**config.mk**
```make
export PLATFORM = sky130hd
export DESIGN_NAME = stack_cmd_seq
export DESIGN_NICKNAME = d
export VERILOG_FILES = /design/src/rtl/stack_cmd_seq.sv
export SDC_FILE = /design/constraint.sdc
export NUM_CORES = 1
export LEC_CHECK = 0
export ABC_AREA = 0
export CAP_MARGIN = 20
export CORE_MARGIN = 3
export CORE_UTILIZATION = 51
export CTS_BUF_LIST = sky130_fd_sc_hd__clkbuf_8
export CTS_CLUSTER_DIAMETER = 50
export CTS_CLUSTER_SIZE = 12
export DETAILED_ROUTE_END_ITERATION = 6
export PLACE_DENSITY = 0.86
export RECOVER_POWER = 25
export SKIP_LAST_GASP = 1
export SLEW_MARGIN = 20
export SYNTH_ARGS = -nofsm -noshare
export SYNTH_HDL_FRONTEND = slang
export SYNTH_SLANG_ARGS = --single-unit
```
**constraint.sdc**
```tcl
create_clock -name clk -period 4.8 [get_ports clk]
set_input_delay 1.2 -clock clk [delete_from_list [all_inputs] [get_ports clk]]
set_output_delay 1.2 -clock clk [all_outputs]
set_load 0.05 [all_outputs]
```
**src/rtl/stack_cmd_seq.sv**
```systemverilog
// stack_cmd_seq: command sequencer that drives the stackcalc shift register
// (d/en/dir/rst). It accepts LOAD (MSB-first serialisation), SHR (logical
// right shift by N, clamped to WIDTH) and CLEAR/NOP, one per handshake, and
// pulses done once the shift register contents are final.
// Optional feature macro: LOADER_VERIFY_EN adds a CHECK state after LOAD that
// compares sr_q against the loaded word and sets a sticky err on mismatch.
module stack_cmd_seq #(
    parameter  int WIDTH = 8,
    localparam int CW    = $clog2(WIDTH + 1)
) (
    input  logic             clk,
    input  logic             rst,
    input  logic             cmd_valid,
    output logic             cmd_ready,
    input  logic [1:0]       cmd_op,
    input  logic [WIDTH-1:0] cmd_data,
    input  logic [CW-1:0]    cmd_amt,
    output logic             sr_d,
    output logic             sr_en,
    output logic             sr_dir,
    output logic             sr_rst,
    input  logic [WIDTH-1:0] sr_q,
    output logic             busy,
    output logic             done,
    output logic             err
);

    typedef enum logic [2:0] {
        S_IDLE,
        S_LOAD,
        S_SHIFT,
        S_CLR,
        S_NOP
`ifdef LOADER_VERIFY_EN
        , S_CHECK
`endif
    } state_t;

    state_t           r_state;
    logic [CW-1:0]    r_cnt;
    logic [WIDTH-1:0] r_data;
    logic [CW-1:0]    r_amt;
    logic             r_done;

    logic [CW-1:0]    w_amt_clamp;
    logic             w_load_last;
    logic             w_shift_last;
    logic [WIDTH-1:0] w_ser;

    // SHR distances beyond the register width all give an empty register
    assign w_amt_clamp  = (cmd_amt > CW'(WIDTH)) ? CW'(WIDTH) : cmd_amt;
    assign w_load_last  = (r_cnt == CW'(WIDTH - 1));
    assign w_shift_last = (r_amt == '0) || (r_cnt == (r_amt - CW'(1)));
    // Bit data[WIDTH-1-cnt] lands in the MSB, avoiding an oversized index
    assign w_ser        = r_data << r_cnt;

`ifdef LOADER_VERIFY_EN
    logic r_err;
    assign err = r_err;
`else
    logic w_unused_q;
    assign w_unused_q = ^sr_q;
    assign err        = 1'b0;
`endif

    // Moore output decode from registered state/cnt; sr_rst also follows rst
    assign cmd_ready = (r_state == S_IDLE);
    assign busy      = !cmd_ready;
    assign sr_en     = (r_state == S_LOAD) || ((r_state == S_SHIFT) && (r_amt != '0));
    assign sr_dir    = (r_state == S_SHIFT);
    assign sr_d      = (r_state == S_LOAD) && w_ser[WIDTH-1];
    assign sr_rst    = rst || (r_state == S_CLR);
    assign done      = r_done;

    // Sequencer FSM: handshake, per-op cycle counting, done pulse generation
    always_ff @(posedge clk) begin
        if (rst) begin
            r_state <= S_IDLE;
            r_cnt   <= '0;
            r_data  <= '0;
            r_amt   <= '0;
            r_done  <= 1'b0;
`ifdef LOADER_VERIFY_EN
            r_err   <= 1'b0;
`endif
        end else begin
            r_done <= 1'b0;
            case (r_state)
                S_IDLE: begin
                    if (cmd_valid) begin
                        r_cnt  <= '0;
                        r_data <= cmd_data;
                        r_amt  <= w_amt_clamp;
                        case (cmd_op)
                            2'b01:   r_state <= S_LOAD;
                            2'b10:   r_state <= S_SHIFT;
                            2'b11:   r_state <= S_CLR;
                            default: r_state <= S_NOP;
                        endcase
                    end
                end
                S_LOAD: begin
                    if (w_load_last) begin
                        r_cnt <= '0;
`ifdef LOADER_VERIFY_EN
                        r_state <= S_CHECK;
`else
                        r_state <= S_IDLE;
                        r_done  <= 1'b1;
`endif
                    end else begin
                        r_cnt <= r_cnt + CW'(1);
                    end
                end
                S_SHIFT: begin
                    if (w_shift_last) begin
                        r_cnt   <= '0;
                        r_state <= S_IDLE;
                        r_done  <= 1'b1;
                    end else begin
                        r_cnt <= r_cnt + CW'(1);
                    end
                end
                S_CLR: begin
                    r_state <= S_IDLE;
                    r_done  <= 1'b1;
`ifdef LOADER_VERIFY_EN
                    r_err   <= 1'b0;
`endif
                end
`ifdef LOADER_VERIFY_EN
                S_CHECK: begin
                    if (sr_q != r_data) r_err <= 1'b1;
                    r_state <= S_IDLE;
                    r_done  <= 1'b1;
                end
`endif
                default: begin
                    r_state <= S_IDLE;
                    r_done  <= 1'b1;
                end
            endcase
        end
    end

endmodule

```
==> metrics.txt, run 1 <==
Tcrit/Tclk final 81.8%; Reg area roughly 400 µm²; Nets 178; flop2flop setup slack 3000 ps; vias in the first global route 894; max cap viols 0; clock sinks 20; HPWL after detailed placement 1.72 mm; commonest non-fill, non-tap cell in the layout nand2_1; r2r worst-path depth 6; leakage power 0.509 nW; VDD IR max 0.200 mV; CTS tree built; ant diodes 0; RR Endpoint r_cnt[1]; FF-to-FF Start r_cnt[0]; warnings from Yosys 0; FILL cells roughly 170; peak fanout along the critical path 4; area leader, netlist dfxtp_1; Seq/Total Area, Yosys 37.2%; hold depth 2; clk root buf clkbuf_8; layout cells sized above 1 around a tenth; initial antenna violation count 0; I/O Pins 33; crit path time final 3930 ps; GRT Total Usage 18.9%; vias per cell between 5 and 6; number of port buffers 23; Inst Count DP 172; DRT antenna net count 0; Die H 52.0 µm; measured slew at the worst slew-check pin 850 ps; Power Density 328 nW/µm²; clk slew on worst S/H paths 70 ps; 1st-iter DRT viols 24; Die X 52.0 µm; total power 0.000452 W; site row count 16; wire length per cell approximately 13 µm; Mean Syn Cell Area 8.42 µm²; Initial Utilization between 50% and 60%; H-tree Lvls 1; cts hold-fix bufs 0; largest net degree at the start of global routing 20; CP bufs+invs 3; synthesized net count 156; max_slew headroom a little over two fifths; CP delay by family, top buffers and inverters; Mapped Area 1080 µm²; synthesized instance count 128; Seq cells post-synth 20; Crit Path Class input pin to output pin; distinct cell type count after synthesis 36; fin. max-slew vios 0; RSZ-0062 raised after global routing no; Max Freq 0.255 GHz; Hold Startpoint r_data[2]; status finished, final reports clean; CP Launch Type input pin; most frequent cells in the layout 29 x nand2_1, 22 x clkdlybuf4s50_1, 20 x dfxtp_1; slowest stage cell, crit path clkdlybuf4s50_1; area of the multi-input gates 623 µm²; worst hold slack 457 ps; Synth async-reset ratio 0%; Final Hold Violating Endpoints 0; Area Overhead vs Synth 27.9%; DRC violations left 0; Pre-antenna DRT Iters 4; Core Footprint 1980 µm²; CP Capture Type output pin; CP max stage delay 820 ps; Detailed Route WL around 2.3 mm; Finish-stage setup viols 0; Post-synth EDFFs 0; top post-synthesis cells by area dfxtp_1 37%, nand2_1 10%, a21oi_1 7.0%; WHS Endpoint r_data[2]; ys flop type dfxtp_1; CP required ~3600 ps; DIE AREA between 2000 and 3000 µm²; Worst Path Arrival 2730 ps; utilization after layout 69.5%; DR vias 957; CTS max path bufs 2; clk_skew 7.45 ps; share of the synthesized area in the top cell type 37.2%; routability-driven placement congestion ratio 0.833; total negative setup slack 0 ps; Post CTS Setup Buffer Count 0; final non-filler cell total 176; Clk Latency, worst-skew pair about 260 ps; first-pass GRT wire length about 3.8 mm; crit-path cells dlygate4sd3_1 > inv_1 > o21ai_0 > clkdlybuf4s50_1; min-delay worst type flip-flop to flip-flop; cts repair resizes 0; cts bufs inserted 3; grt ovf 0
[through the flow]
stage	area, µm²	worst slack [ps]
6_report	1380	875
3_3_place_gp	1310	967
4_1_cts	1380	952
3_5_place_dp	1310	951
5_1_grt	1380	790
2_1_floorplan	1080	1720
[where the power goes]
| group | total [W] | internal (W) | switching (W) |
|---|---|---|---|
| sequential | 0.000186 | 0.000175 | 0.0000103 |
| combinational | 0.0000964 | 0.0000416 | 0.0000547 |
| clock | 0.000169 | 0.000111 | 0.0000579 |
[tightest hold or removal path, cell delays in order, from the launching register on]
cell,delay [ps]
dfxtp_1,310
nand2_1,50
a21oi_1,50
[how the worst max path moves through the flow]
stage                   to  cells past startpoint  startpoint  slack, ps
floorplan             sr_d                      4    r_cnt[0]       1720
global placement    sr_rst                      4         rst        970
detailed placement  sr_rst                      4         rst        950
CTS                 sr_rst                      4         rst        950
global route        sr_rst                      4         rst        790
finish              sr_rst                      4         rst        870
[Yosys cell counts, types with 2 or more instances]
master    number
nand2_1       29
a211oi_2       2
mux4_2         2
xor2_1         2
nor2_1         4
a21oi_1       15
xnor2_1        2
and2_1         2
nor3_1         4
nand3_1        3
ha_1           3
nand3b_1       5
clkbuf_1       3
dfxtp_1       20
inv_1          4
buf_4          3
nor2b_1        2
o21ai_0        5
[flip-flops by register name, summed over array words and instances (netlist names)]
name     cells
done         1
r_amt        4
r_state      3
r_cnt        4
r_data       8
[layer usage]
| layer | global-route usage, % | share of wire [%] | vias to the layer above |
|---|---|---|---|
| met3 | 4.58 | 5.1 | 4 |
| met2 | 31.8 | 49 | 33 |
| met5 | 0 | 0 | - |
| li1 | - | - | 476 |
| met1 | 21.7 | 45 | 444 |
| met4 | 10.5 | 1.1 | 0 |
[kinds of logic after synthesis]
group                      Yosys count  share of synthesized area, %
and+or+nand+nor                     57                          26.5
AOI/OAI and AO/OA                   28                          17.1
DFF                                 20                          37.2
buffers and inverters               11                          4.99
xor gates and xnor gates             5                          5.34
adders and majority gates            3                          3.48
muxes                                3                          5.11
other                                1                         0.348
[area by class of cell]
class / count / share of cell area, %
clock buffers: 3 / 3.00
clock inverters: 1 / 2.18
inverters: 4 / 1.09
multi-input cells: 97 / 45.2
flip-flops and latches: 20 / 29.1
well taps: 27 / 2.45
repair buffers: 24 / 17.0
No activity file was read; power rests on OpenSTA's default activity.
==> run 2, diff against run 1 <==
--- a/config.mk
+++ b/config.mk
@@ -8,12 +8,12 @@
 export ABC_AREA = 0
 export CAP_MARGIN = 20
 export CORE_MARGIN = 3
-export CORE_UTILIZATION = 51
+export CORE_UTILIZATION = 43
 export CTS_BUF_LIST = sky130_fd_sc_hd__clkbuf_8
 export CTS_CLUSTER_DIAMETER = 50
 export CTS_CLUSTER_SIZE = 12
 export DETAILED_ROUTE_END_ITERATION = 6
-export PLACE_DENSITY = 0.86
+export PLACE_DENSITY = 0.77
 export RECOVER_POWER = 25
 export SKIP_LAST_GASP = 1
 export SLEW_MARGIN = 20
==> constraint.sdc (replaced) <==
create_clock -name clk -period 3.19 [get_ports clk]
set_input_delay 0.7975 -clock clk [delete_from_list [all_inputs] [get_ports clk]]
set_output_delay 0.7975 -clock clk [all_outputs]
set_load 0.05 [all_outputs]
==> run 2 against run 1 <==
  * Final area down 0.82%
  * Register-to-register slack worse by 1600 ps
  * Highest routed layer unchanged
  * Setup slack worse by 730 ps
  * Largest power group unchanged
==> metrics.txt, run 2 (synthesis results as in run 1) <==
max reg flops 8 (unchanged); Stages on worst setup path 4 (unchanged); CTS tree built; Tcrit/Tclk final 95.6%; Final Instance Area 1370 µm² (-0.82%); most frequent cells in the layout 29 x nand2_1, 21 x clkdlybuf4s50_1, 20 x dfxtp_1; GRT Total Usage 15.7% (-3.2 points); largest net degree at the start of global routing 20 (unchanged); Die H 56.1 µm (+7.9%); grt ovf 0 (unchanged); clk_skew 2.79 ps (-4.66 ps); leakage power 0.510 nW (+0.19%); HPWL after detailed placement 1.69 mm (-2.0%); Post CTS Setup Buffer Count 0 (unchanged); Power Density 454 nW/µm² (+38%); Reg with most FFs r_data; Clk Latency, worst-skew pair 260 ps (about the same); pre-CTS WS 399 ps (-552 ps); Area Overhead vs Synth 26.8%; measured slew at the worst slew-check pin 734 ps (-116 ps); max cap viols 0 (unchanged); FILL cells 223 (+34%); CP Launch Type flip-flop; clk root buf clkbuf_8; Nets 178 (unchanged); cts repair resizes 0 (unchanged); DRT antenna net count 0 (unchanged); I/O Pins 33 (unchanged); number of port buffers 23 (unchanged); placed cell area 1320 µm² (+0.86%); hold depth 2 (unchanged); Initial Utilization 46.9% (-7.5 points); clk slew on worst S/H paths 70 ps (about the same); Logic pwr share 23.5% (+2.2 points); Crit Path Class flip-flop to output pin; CP delay by family, top buffers and inverters; CP required 2390 ps (-1210 ps); slowest stage cell, crit path clkdlybuf4s50_1; min-delay worst type flip-flop to flip-flop; cts hold-fix bufs 0 (unchanged); Detailed Route WL 2.31 mm (-1.1%); site row count 17 (+1); CP bufs+invs 1 (-2); first-pass GRT wire length 3.85 mm (+2.6%); H-tree Lvls 1 (unchanged); status finished, final reports clean; vias per cell 5.37 (-1.2%); ant diodes 0 (unchanged); fin. max-slew vios 0 (unchanged); crit path time final 3050 ps; Int Power 0.000438 W (+33%); utilization after layout 59.5% (-10 points); CTS max path bufs 2 (unchanged); Max Freq between 0.3 and 0.4 GHz; setup ws final 142 ps (-733 ps); RSZ-0062 raised after global routing no; r2r worst-path depth 7 (+1); DR vias 951 (-0.63%); DIE AREA 3140 µm² (+16%); 1st-iter DRT viols 11 (-54%); layout cells sized above 1 9.40% (unchanged); Die X 56.1 µm (+7.9%); max_slew headroom 51.0% (+7.7 points); worst hold slack 455 ps (-1.57 ps); clock share of power 31.5% (-6.0 points); Worst Path Arrival 2250 ps (-480 ps); initial antenna violation count 0 (unchanged); vias in the first global route 902 (+0.89%); CP Capture Type output pin; DRC violations left 0 (unchanged); CP max stage delay 710 ps (-110 ps); Sw Pwr 0.000182 W (+48%); Largest regs r_data: 8 flops, r_amt: 4 flops, r_cnt: 4 flops; peak fanout along the critical path 7 (+3); Pre-antenna DRT Iters 4 (unchanged); VDD IR max 0.317 mV (+59%); commonest non-fill, non-tap cell in the layout nand2_1; cts bufs inserted 3 (unchanged); total negative setup slack 0 ps (unchanged); sequential power share 45.0% (+3.8 points); wire length per cell 13.1 µm (-1.6%); Finish-stage setup viols 0 (unchanged); clock sinks 20 (unchanged); crit-path cells mux4_2 > mux2i_1 > nor3_1 > clkdlybuf4s50_1; routability-driven placement congestion ratio 0.729 (-13%); Core Footprint 2300 µm² (+16%); Switching Share 29.3% (+2.1 points); Final Hold Violating Endpoints 0 (unchanged)
-- run 2: worst min-delay path, cell delays in order, from the launching register on --
cell and delay, ps:
dfxtp_1 310, nand2_1 50, a21oi_1 50
-- run 2: layout make-up --
type                            instances  area [µm²]  area share (%)
Tap cell                               28        35.0            2.56
Timing Repair Buffer                   24         248            18.1
Clock buffer                            4        55.1            4.03
Inverter                                4        15.0            1.10
Multi-Input combinational cell         97         613            44.9
Sequential cell                        20         400            29.3
-- run 2: final timing paths --
kind         startpoint        end  slack, ps
max            r_cnt[0]       sr_d        140
min           r_data[0]  r_data[0]        460
max reg2reg    r_amt[0]   r_cnt[3]       1380
min reg2reg   r_data[0]  r_data[0]        460
-- run 2: routing by layer --
| metal | global-route usage [%] | routed length [µm] | up-vias |
|---|---|---|---|
| met5 | 0 | 0 | - |
| met4 | 8.14 | 53 | 0 |
| met3 | 3.71 | 122 | 5 |
| met2 | 27.2 | 1140 | 30 |
| met1 | 17.6 | 1000 | 435 |
| li1 | - | - | 481 |
-- run 2: through the flow --
| step | power (W) | cells |
|---|---|---|
| 2_1_floorplan | 0.000384 | 128 |
| 3_3_place_gp | 0.000428 | 173 |
| 3_5_place_dp | 0.000433 | 173 |
| 4_1_cts | 0.000628 | 177 |
| 5_1_grt | 0.000649 | 177 |
| 6_report | 0.000620 | 177 |
-- run 2: power groups by stage --
stage                     logic (W)  clock network, W  registers (W)
after floorplan            0.000103                 0       0.000281
final                      0.000146          0.000195       0.000279
after detailed placement   0.000148                 0       0.000285
after global placement     0.000144                 0       0.000284
after CTS                  0.000148          0.000200       0.000279
after global routing       0.000158          0.000210       0.000281
==> run 3, diff against run 2 <==
--- a/config.mk
+++ b/config.mk
@@ -8,12 +8,12 @@
 export ABC_AREA = 0
 export CAP_MARGIN = 20
 export CORE_MARGIN = 3
-export CORE_UTILIZATION = 43
+export CORE_UTILIZATION = 51
 export CTS_BUF_LIST = sky130_fd_sc_hd__clkbuf_8
 export CTS_CLUSTER_DIAMETER = 50
 export CTS_CLUSTER_SIZE = 12
 export DETAILED_ROUTE_END_ITERATION = 6
-export PLACE_DENSITY = 0.77
+export PLACE_DENSITY = 0.86
 export RECOVER_POWER = 25
 export SKIP_LAST_GASP = 1
 export SLEW_MARGIN = 20
==> constraint.sdc (replaced) <==
create_clock -name clk -period 3.7 [get_ports clk]
set_input_delay 0.925 -clock clk [delete_from_list [all_inputs] [get_ports clk]]
set_output_delay 0.925 -clock clk [all_outputs]
set_load 0.05 [all_outputs]
==> run 3 against run 2 <==
  * Clock skew rose by 4.1 ps
  * First-iteration DRC count increased to 2.5 times the previous value
  * Setup slack improved by 270 ps
  * Utilization grew 9.4 points
  * Worst hold slack about the same
  * Routed wire length increased by 9.3%
  * Sequential power down 14%
  * Critical path type unchanged
  * Register-to-register slack better by 490 ps
  * Cell count is 0.56% lower
==> metrics.txt, run 3 (synthesis results as in run 1) <==
Pre-antenna DRT Iters 4 (unchanged); Area Overhead vs Synth 26.7% (about the same); r2r worst-path depth 6 (-1); first-pass GRT wire length 4.01 mm (+4.1%); max reg flops 8 (unchanged); status finished, final reports clean; FF-to-FF Start r_cnt[0]; CP required 2770 ps (+380 ps); Sw Pwr 0.000162 W (-11%); CP Capture Type output pin; placed cell area 1320 µm² (about the same); Final Hold Violating Endpoints 0 (unchanged); crit path time final 3290 ps; clock sinks 20 (unchanged); vias in the first global route 946 (+4.9%); FILL cells 159 (-29%); max cap viols 0 (unchanged); RSZ-0062 raised after global routing no; Finish-stage setup viols 0 (unchanged); peak fanout along the critical path 7 (unchanged); H-tree Lvls 1 (unchanged); Clk Latency, worst-skew pair 270 ps (about the same); clk_skew 6.88 ps (+4.09 ps); cts repair resizes 0 (unchanged); min-delay worst type flip-flop to flip-flop; leakage power 0.510 nW (unchanged); DIE AREA 2700 µm² (-14%); Power Density 395 nW/µm² (-13%); clk root buf clkbuf_8; Detailed Route WL 2.53 mm (+9.3%); Die H 52.0 µm (-7.3%); DRT antenna net count 0 (unchanged); CTS max path bufs 2 (unchanged); Max Freq a little over 0.3 GHz; HPWL after detailed placement 1.81 mm (+7.2%); layout cells sized above 1 9.40% (unchanged); Core Footprint 1980 µm² (-14%); Die X 52.0 µm (-7.3%); Largest regs r_data: 8 flops, r_amt: 4 flops, r_cnt: 4 flops; Reg with most FFs r_data; sequential power share 44.6% (-0.4 points); clock share of power 31.6% (about the same); vias per cell 5.55 (+3.2%); Top Layer Used met4; Crit Path Class flip-flop to output pin; Tcrit/Tclk final 88.9%; measured slew at the worst slew-check pin 760 ps (+26.3 ps); max_slew headroom 49.0% (-2.0 points); Logic pwr share 23.7% (+0.2 points); total power 0.000540 W (-13%); Switching Share 30.0% (+0.67 points); cts bufs inserted 3 (unchanged); Nets 178 (unchanged); Initial Utilization 54.4% (+7.5 points); cts hold-fix bufs 0 (unchanged); VDD IR max 0.313 mV (-1.3%); fin. max-slew vios 0 (unchanged); DR vias 976 (+2.6%); initial antenna violation count 0 (unchanged); Worst Path Arrival 2370 ps (+120 ps); GRT Total Usage 20.5% (+4.8 points); ant diodes 0 (unchanged); Int Power 0.000378 W (-14%); flop2flop setup slack 1870 ps (+490 ps); clk slew on worst S/H paths 80 ps (about the same); wire length on met1 1.03 mm (+3.3%); routed wl met2 1.32 mm (+16%); most frequent cells in the layout 29 x nand2_1, 21 x clkdlybuf4s50_1, 20 x dfxtp_1; WHS Endpoint r_data[5]; grt ovf 0 (unchanged); wire length per cell 14.4 µm (+9.9%); Final Instance Area 1370 µm² (about the same); 1st-iter DRT viols 28 (+17); total negative setup slack 0 ps (unchanged); met3 WL 123 µm (+0.82%); largest net degree at the start of global routing 20 (unchanged); DRC violations left 0 (unchanged); I/O Pins 33 (unchanged); number of port buffers 23 (unchanged); RR Endpoint r_cnt[0]; Hold Startpoint r_data[5]; site row count 16 (-1); commonest non-fill, non-tap cell in the layout nand2_1; CP Launch Type flip-flop; hold depth 2 (unchanged); routability-driven placement congestion ratio 0.836 (+15%); CTS tree built; Post CTS Setup Buffer Count 0 (unchanged)
-- run 3: cell counts in the layout (fill, tap and decap cells not counted) --
No cell type changed its count.
-- run 3: metal layers --
metal	vias up	track usage, %
met4	0	9.17
met2	34	39.1
met1	458	21.4
met5	-	0
li1	479	-
met3	5	3.44
-- run 3: worst max-delay path by stage --
| stage | slack, ps | from | to | cells past startpoint |
|---|---|---|---|---|
| finish | 410 | r_cnt[0] | sr_d | 4 |
| global route | 350 | r_cnt[0] | sr_d | 4 |
| CTS | 390 | r_cnt[0] | sr_d | 4 |
| detailed placement | 730 | r_cnt[0] | sr_d | 4 |
| global placement | 820 | r_cnt[0] | sr_d | 4 |
| floorplan | 890 | r_cnt[0] | sr_d | 4 |
-- run 3: critical path: stages, from the launching register on --
cell	delay (ps)
dfxtp_1	540
mux4_2	560
mux2i_1	190
nor3_1	90
clkdlybuf4s50_1	710
-- run 3: final cells by class --
cell class                      instances  area (µm²)  area share (%)
Tap cell                               27        33.8            2.47
Inverter                                4        15.0            1.10
Timing Repair Buffer                   24         248            18.1
Sequential cell                        20         400            29.3
Clock buffer                            4        55.1            4.03
Multi-Input combinational cell         97         613            44.9
-- run 3: power by group through the flow --
stage / clock network, W / logic [W] / registers [W]
after floorplan: 0 / 0.0000885 / 0.000242
after global placement: 0 / 0.000124 / 0.000245
after detailed placement: 0 / 0.000129 / 0.000246
after CTS: 0.000174 / 0.000130 / 0.000241
after global routing: 0.000178 / 0.000138 / 0.000243
final: 0.000171 / 0.000128 / 0.000241
-- run 3: through the flow --
| step | util [%] | hold slack, ps | worst slack [ps] | std cells |
|---|---|---|---|---|
| floorplan | - | 433 | 894 | 128 |
| global placement | 66.6 | 441 | 818 | 172 |
| detailed placement | 66.6 | 446 | 730 | 172 |
| CTS | 69.4 | 457 | 392 | 176 |
| global route | 68.9 | 486 | 349 | 176 |
| finish | 68.9 | 455 | 410 | 176 |
